[config.mk]
export PLATFORM = sky130hd
export DESIGN_NAME = ifu_fetch_queue
export DESIGN_NICKNAME = d
export VERILOG_FILES = /design/src/rtl/ifu_pkg.sv /design/src/rtl/ifu_lane_trunc.sv /design/src/rtl/ifu_fetch_queue.sv
export SDC_FILE = /design/constraint.sdc
export NUM_CORES = 1
export LEC_CHECK = 0
export BUFFER_PORTS_ARGS = -buffer_cell sky130_fd_sc_hd__buf_4
export CAP_MARGIN = 20
export CORE_MARGIN = 1.5
export CORE_UTILIZATION = 55
export CTS_CLUSTER_SIZE = 24
export DETAILED_ROUTE_END_ITERATION = 7
export HOLD_SLACK_MARGIN = 0.08
export PLACE_DENSITY = 0.78
export SLEW_MARGIN = 10
export SYNTH_ARGS = -nofsm -noshare
export SYNTH_HDL_FRONTEND = slang
export SYNTH_SLANG_ARGS = --single-unit
[constraint.sdc]
create_clock -name clk -period 9.89 [get_ports clk]
set_clock_uncertainty 0.05 [all_clocks]
set_input_delay 0.4945 -clock clk [delete_from_list [all_inputs] [get_ports clk]]
set_output_delay 0.4945 -clock clk [all_outputs]
set_load 0.03 [all_outputs]
[src/rtl/ifu_pkg.sv]
// Shared types for the instruction-fetch queue: the stored packet layout and lane constants.
// The packet geometry here must match the LANES/ADDR_W parameters of the queue that stores it.
package ifu_pkg;

    localparam int PKT_LANES  = 2;
    localparam int PKT_ADDR_W = 32;
    localparam int INST_BYTES = 4;

    typedef struct packed {
        logic [PKT_LANES*32-1:0] inst;
        logic [PKT_ADDR_W-1:0]   addr;
        logic [PKT_LANES-1:0]    mask;
        logic [PKT_LANES-1:0]    pred;
        logic                    err;
    } fetch_pkt_t;

endpackage

[src/rtl/ifu_lane_trunc.sv]
// Clears every lane above the first valid predicted-taken lane; pred is then restricted to surviving lanes.
// Purely combinational, shared with the branch predictor.
module ifu_lane_trunc #(
    parameter int LANES = 2
) (
    input  logic [LANES-1:0] mask_i,
    input  logic [LANES-1:0] pred_i,
    output logic [LANES-1:0] mask_o,
    output logic [LANES-1:0] pred_o
);

    logic taken_seen;

    always_comb begin
        mask_o     = '0;
        taken_seen = 1'b0;
        for (int i = 0; i < LANES; i++) begin
            // The taken lane itself survives; only later lanes are cut.
            mask_o[i]  = mask_i[i] & ~taken_seen;
            taken_seen = taken_seen | (mask_i[i] & pred_i[i]);
        end
        pred_o = pred_i & mask_o;
    end

endmodule

[src/rtl/ifu_fetch_queue.sv]
// Fetch-packet queue between the fetch AXI master and decode: epoch-tagged flush, request
// reservations (credits), and lane truncation after predicted-taken branches.
module ifu_fetch_queue
    import ifu_pkg::*;
#(
    parameter int LANES   = PKT_LANES,
    parameter int DEPTH   = 4,
    parameter int ADDR_W  = PKT_ADDR_W,
    parameter int EPOCH_W = 2
) (
    input  logic                      clk,
    input  logic                      rst_n,
    input  logic                      flush_i,
    output logic [EPOCH_W-1:0]        epoch_o,
    input  logic                      req_i,
    output logic [$clog2(DEPTH+1)-1:0] credit_o,
    input  logic                      in_valid_i,
    output logic                      in_ready_o,
    input  logic [LANES*32-1:0]       in_data_i,
    input  logic [ADDR_W-1:0]         in_addr_i,
    input  logic [LANES-1:0]          in_mask_i,
    input  logic [LANES-1:0]          in_pred_i,
    input  logic                      in_err_i,
    input  logic [EPOCH_W-1:0]        in_epoch_i,
    output logic                      out_valid_o,
    input  logic                      out_ready_i,
    output logic [LANES*32-1:0]       out_inst_o,
    output logic [LANES*ADDR_W-1:0]   out_addr_o,
    output logic [LANES-1:0]          out_lane_valid_o,
    output logic [LANES-1:0]          out_pred_o,
    output logic                      out_err_o
);

    localparam int CW = $clog2(DEPTH + 1);
    localparam int PW = $clog2(DEPTH);

    // Valid/ready: a beat transfers on a clock edge where valid and ready are both high;
    // valid never depends on ready, and in_ready_o/credit_o depend on registers and the epoch tag only.

    logic [CW-1:0]      count_q, count_d;
    logic [CW-1:0]      rsv_q, rsv_d;
    logic [PW-1:0]      wr_q, wr_d;
    logic [PW-1:0]      rd_q, rd_d;
    logic [EPOCH_W-1:0] epoch_q, epoch_d;
    fetch_pkt_t         mem_q [DEPTH];

    logic [LANES-1:0] trunc_mask, trunc_pred;
    logic             stale, accept, push, pop, req_ok;
    fetch_pkt_t       head;

    ifu_lane_trunc #(.LANES(LANES)) u_trunc (
        .mask_i (in_mask_i),
        .pred_i (in_pred_i),
        .mask_o (trunc_mask),
        .pred_o (trunc_pred)
    );

    assign stale       = (in_epoch_i != epoch_q);
    assign in_ready_o  = stale | (count_q < CW'(DEPTH));
    assign credit_o    = CW'(DEPTH) - count_q - rsv_q;
    assign epoch_o     = epoch_q;
    assign out_valid_o = (count_q != '0);

    assign accept = in_valid_i & in_ready_o;
    // Empty, error-free packets carry nothing for decode and are not stored.
    assign push   = accept & ~stale & ~flush_i & ((|trunc_mask) | in_err_i);
    assign pop    = out_valid_o & out_ready_i & ~flush_i;
    // A flush frees every stored slot, so only outstanding reservations can block a new request.
    assign req_ok = req_i & (flush_i ? (rsv_q < CW'(DEPTH)) : (credit_o != '0));

    always_comb begin
        count_d = count_q;
        rsv_d   = rsv_q;
        wr_d    = wr_q;
        rd_d    = rd_q;
        epoch_d = epoch_q;
        if (req_ok) begin
            rsv_d = rsv_d + CW'(1);
        end
        if (accept && rsv_q != '0) begin
            rsv_d = rsv_d - CW'(1);
        end
        if (flush_i) begin
            count_d = '0;
            wr_d    = '0;
            rd_d    = '0;
            epoch_d = epoch_q + EPOCH_W'(1);
        end else begin
            if (push) begin
                wr_d = wr_q + PW'(1);
            end
            if (pop) begin
                rd_d = rd_q + PW'(1);
            end
            count_d = count_q + CW'(push) - CW'(pop);
        end
    end

    always_ff @(posedge clk) begin
        if (!rst_n) begin
            count_q <= '0;
            rsv_q   <= '0;
            wr_q    <= '0;
            rd_q    <= '0;
            epoch_q <= '0;
        end else begin
            count_q <= count_d;
            rsv_q   <= rsv_d;
            wr_q    <= wr_d;
            rd_q    <= rd_d;
            epoch_q <= epoch_d;
        end
    end

    always_ff @(posedge clk) begin
        if (push) begin
            mem_q[wr_q] <= '{inst: in_data_i, addr: in_addr_i, mask: trunc_mask,
                             pred: trunc_pred, err: in_err_i};
        end
    end

    assign head = mem_q[rd_q];

    always_comb begin
        out_inst_o       = '0;
        out_addr_o       = '0;
        out_lane_valid_o = '0;
        out_pred_o       = '0;
        out_err_o        = 1'b0;
        if (out_valid_o) begin
            out_inst_o       = head.inst;
            out_lane_valid_o = head.mask;
            out_pred_o       = head.pred;
            out_err_o        = head.err;
            for (int i = 0; i < LANES; i++) begin
                out_addr_o[i*ADDR_W +: ADDR_W] = head.addr + ADDR_W'(INST_BYTES * i);
            end
        end
    end

endmodule

# Yosys cells after proc, flatten, opt, wreduce, memory -nomap -nowiden
# Memories as Yosys holds them, arrays and structs flattened. A register that Yosys moved wholly into a read port is not among the register bits.
# Index checks and enable logic that the tools add are counted.
# totals
output_inout_bits	140
memories	1
register_bits	12
wordCells	53
inputBits	109
ramBits	404
# op_classes
eq_ne	1
n_reduce_logical	6
muxes	12
add_sub_neg	10
bitwise	16
n_lt_le_gt_ge	2
# memory_table
name	words	width	rd	rd_ports_with_merged_regs	wr	line_no	source
mem_q	4	101	1	1	1	ifu_fetch_queue.sv:45	fetch_pkt_t mem_q [DEPTH];
# ops
op	count
$mux 64	2
$add 32x3->32 const B	1
$and 1x1->1	9
$reduce_bool 3->1	3
$mux 2	4
$add 2x1->2 const B	3
$lt 3x3->1 const B	2
$mux 3	2
$mux 1	4
$not 1->1	4
$reduce_or 2->1	2
$add 3x1->3	1
$add 3x1->3 const B	1
$sub 3x1->3	1
$sub 3x1->3 const B	1
$sub 3x3->3	1
$sub 3x3->3 const A	1
$and 2x2->2	1
$ne 2x2->1	1
$or 1x1->1	2
$logic_and 1x1->1	1

# Logic depth before layout (Yosys ltp)
# logic_depth
word_depth	8
ltp_mapped	12
ltp_nobuf	12

# Hierarchy
# A second synthesis with hierarchy kept.
# unflattened
hier_cells	867
area_unflattened_um2	16966.3
# by_module_without_submodules
mod	cells_each	n_inst	area_per_inst_um2
ifu_fetch_queue	863	1	16933.7
ifu_lane_trunc	4	1	32.5

# Least setup slack after synthesis
# OpenSTA, ideal clock, no wires.
# synth_path
path_type	register to register
from	reg epoch_q[0] (netlist: epoch_o[0])
to	mem mem_q[0][0] (netlist bit), enable pin
path_stages_with_launch	5
path_buffers	0
slack_ns	5.836
arrival_ns	3.533
path_cell_list	dfxtp_1 xnor2_1 and2_1 o311a_1 and2_1
# synth_via
elab_chain_len	8
# synth_rtl
item	line_no	source
start: declaration	ifu_fetch_queue.sv:44	logic [EPOCH_W-1:0] epoch_q, epoch_d;
start signal: assignment	ifu_fetch_queue.sv:111	epoch_q <= epoch_d;
$ne 2x2->1 (*)	ifu_fetch_queue.sv:58	assign stale = (in_epoch_i != epoch_q);
$or 1x1->1	ifu_fetch_queue.sv:59	assign in_ready_o = stale | (count_q < CW'(DEPTH));
$and 1x1->1	ifu_fetch_queue.sv:64	assign accept = in_valid_i & in_ready_o;
$and 1x1->1 (*) (3 in series)	ifu_fetch_queue.sv:66	assign push = accept & ~stale & ~flush_i & ((|trunc_mask) | in_err_i);
$mux 1 (*)	ifu_fetch_queue.sv:116	if (push) begin
$mux 1 (not written as such) (*)	ifu_fetch_queue.sv:117	mem_q[wr_q] <= '{inst: in_data_i, addr: in_addr_i, mask: trunc_mask,
end: declaration	ifu_fetch_queue.sv:45	
# Every way passes the cells marked *; elsewhere a longest branch is shown, timed or not.

==> results.cfg <==
[outcome]
outcome = finished clean

[die]
pin_count = 249
start_util_pct = 55.6
die_area_mm2 = 0.0318
die_w_um = 178
coreArea_mm2 = 0.0304
die_y_um = 178
rows = 64

[power_and_ir_drop]
peakVddDrop_uv = 162
pwr-share-clk_pct = 42.4
p_sw_uw = 791
power.static_leakage_nw = 7.11
switching_share_pct = 20.4
powerDensity_mw_per_mm2 = 188
pwr-share-seq_pct = 50.9
p_int_mw = 3.08
pwr-share-comb_pct = 6.7
power_mw = 3.87

[global_routing]
grt_pass1_wl_um = 51200
antenna_found_initial = 3
grt_pass1_vias = 9021
grtUsageTotal_pct = 21.5
grt_max_degree = 60
overflow = 0

[drt]
route.detailed.drc = 0
wl_per_cell_um = 21.8
vias_per_cell = 5.68
finalWirelength_um = 33800
ant_nets = 0
drtPass1Iterations = 5
first_iter_violations = 592
routed-via-count = 8823

[synth]
synthCells = 870
yosys_register_bits = 418
synth_edf_count = 404
synth-seq-area-share_pct = 73.4
postSynthAreaPerCell_um2 = 19.4
yosys_most_used_dff = edfxtp_1
syn_nets = 993
ys_top_cells_by_area = edfxtp_1 (72%), mux4_2 (13%), and2_1 (4.1%)
yosys.area.top_type_share_pct = 71.7
synthesis.area_mm2 = 0.0169
synth_area_leader_cell = edfxtp_1
async_flop_share_pct = 0
ys_types = 45
ys_warn_count = 0

[finish]
syn_to_final_growth_pct = 21.8
diodes = 0
final_common_cell = edfxtp_1
num-fill-cells = 1976
drive_gt1_share_pct = 36.9
layout_common_cells = edfxtp_1 (404), buf_4 (257), and2_1 (107)
fin_nets = 1248

[sta]
fmax_ghz = 0.189
tightest_slew_ns = 0.922
drv_slew = 0
setup_viol = 0
fin_tns_setup_ns = 0
relSlewSlack_pct = 38.5
finalCritPeriodShare_pct = 53.6
rsz0062_at_grt = no
period_needed_ns = 5.30
finalHoldViolCount = 0

[cts]
cts_hold_buf = 0
cts-root-buf = clkbuf_16
insertion_delay_ns = 0.52
cts_buffers = 43
h-tree-depth = 2
clock_path_buffers = 3
cts_setup_buffers = 0
path_clk_slew_ns = 0.06
clock_sinks = 418
cts_tree = yes
cts_resized = 0

[place]
port_buffers = 248
dp_hpwl_um = 20600
place_congestion = 0.922

[worst_setup_path]
cpMaxStageDelayCell = buf_4
arrival_ns = 4.75
critPathMaxStageDelay_ns = 0.77
crit_top_cell = buf_4
crit_path_end_kind = output port
start_kind = register
cp.required_ns = 9.35
path_cells = buf_4 -> mux4_1 -> and4_1 -> or4b_1 -> or4_1 -> a21oi_1 -> buf_4
crit_type = reg2out
crit_fanout = 43

[job]
maxCapViolCount = 0

[hold_path]
worst_hold_path_type = in2reg
through the flow:
stage               utilization, %  setup WS, ns  hold slack, ns  area (um2)  cells
floorplan                        -          5.84           0.435       16900    870
global placement              62.9          5.17           0.456       19100   1476
detailed placement            62.9          5.08           0.462       19100   1476
CTS                           67.7          4.52          0.0944       20600   1552
global route                  67.7          4.22          0.0964       20600   1552
finish                        67.7          4.59           0.110       20600   1552
cells by family after synthesis:
group | Yosys count | share of synthesized area [%]
flops | 418 | 73.4
simple gates | 209 | 7.12
mux | 105 | 13.9
compound gates | 31 | 1.21
xor+xnor | 28 | 1.62
buf+inv | 65 | 1.71
fa+ha+maj | 14 | 1.08
registers in the layout, summed over array words and instances (netlist names), named ones only:
name	count
count_q	3
epoch_o	2
mem_q	404
rd_q	2
rsv_q	3
wr_q	2
worst paths after layout:
path,slack (ns),from,cells after the start,end
setup / recovery,4.59,register,7,out_addr_o[60]
hold / removal,0.11,in_data_i[22],1,mem_q[2][59]
setup reg to reg,6.79,epoch_o[0],5,mem_q[2][35]
hold reg to reg,0.48,rd_q[1],2,rd_q[1]
worst max-delay path: cells and delay by family, from the launching register on:
family                 cells  cell delay (ns)
and+or+nand+nor            3             1.70
buffers and inverters      2             0.96
DFF                        1             0.73
muxes                      1             0.56
AOI/OAI and AO/OA          1             0.21
cell usage after synthesis, types with 2 or more instances:
cell      count
inv_1        18
nand2_1      16
nand4_1       9
buf_1         2
or3_1         2
buf_4         4
buf_2        11
or4_1         8
a21oi_1      11
buf_6         2
edfxtp_1    404
nor4_1        2
ha_1         13
and4_1        5
nor3_1        5
mux4_2       94
clkbuf_1     27
xnor2_1      13
xor2_1       13
o21a_1        3
dfxtp_1      14
and2_1      111
mux2_2        3
nand3_1      14
nor2_1       28
o31ai_1       8
nor2b_1       4
o21ai_0       3
mux4_1        7
final cells by class:
cell class                 count  area [um2]  share of cell area [%]
clock buffer                  53        1180                    5.71
clock inverter                23         280                    1.36
inverter                      18        67.6                   0.328
multi-input combinational    387        4230                    20.5
sequential                   418       12400                    60.3
tap                          396         495                    2.41
timing repair buffer         257        1930                    9.37
per-layer routing:
layer	global-route usage, %	routed length [um]	vias up
met5	0	26	-
met3	6.20	2920	40
li1	-	-	3978
met2	36.0	16800	336
met4	4.65	433	4
met1	28.1	13500	4465
power groups by stage:
stage / Clock [mW] / Combinational [mW] / Sequential, mW
2_1_floorplan: 0 / 0.158 / 2.01
3_3_place_gp: 0 / 0.256 / 2.01
3_5_place_dp: 0 / 0.262 / 2.01
4_1_cts: 1.67 / 0.263 / 1.97
5_1_grt: 1.74 / 0.285 / 1.97
6_report: 1.64 / 0.260 / 1.97
Note: power is estimated with default switching activity, not from simulation.
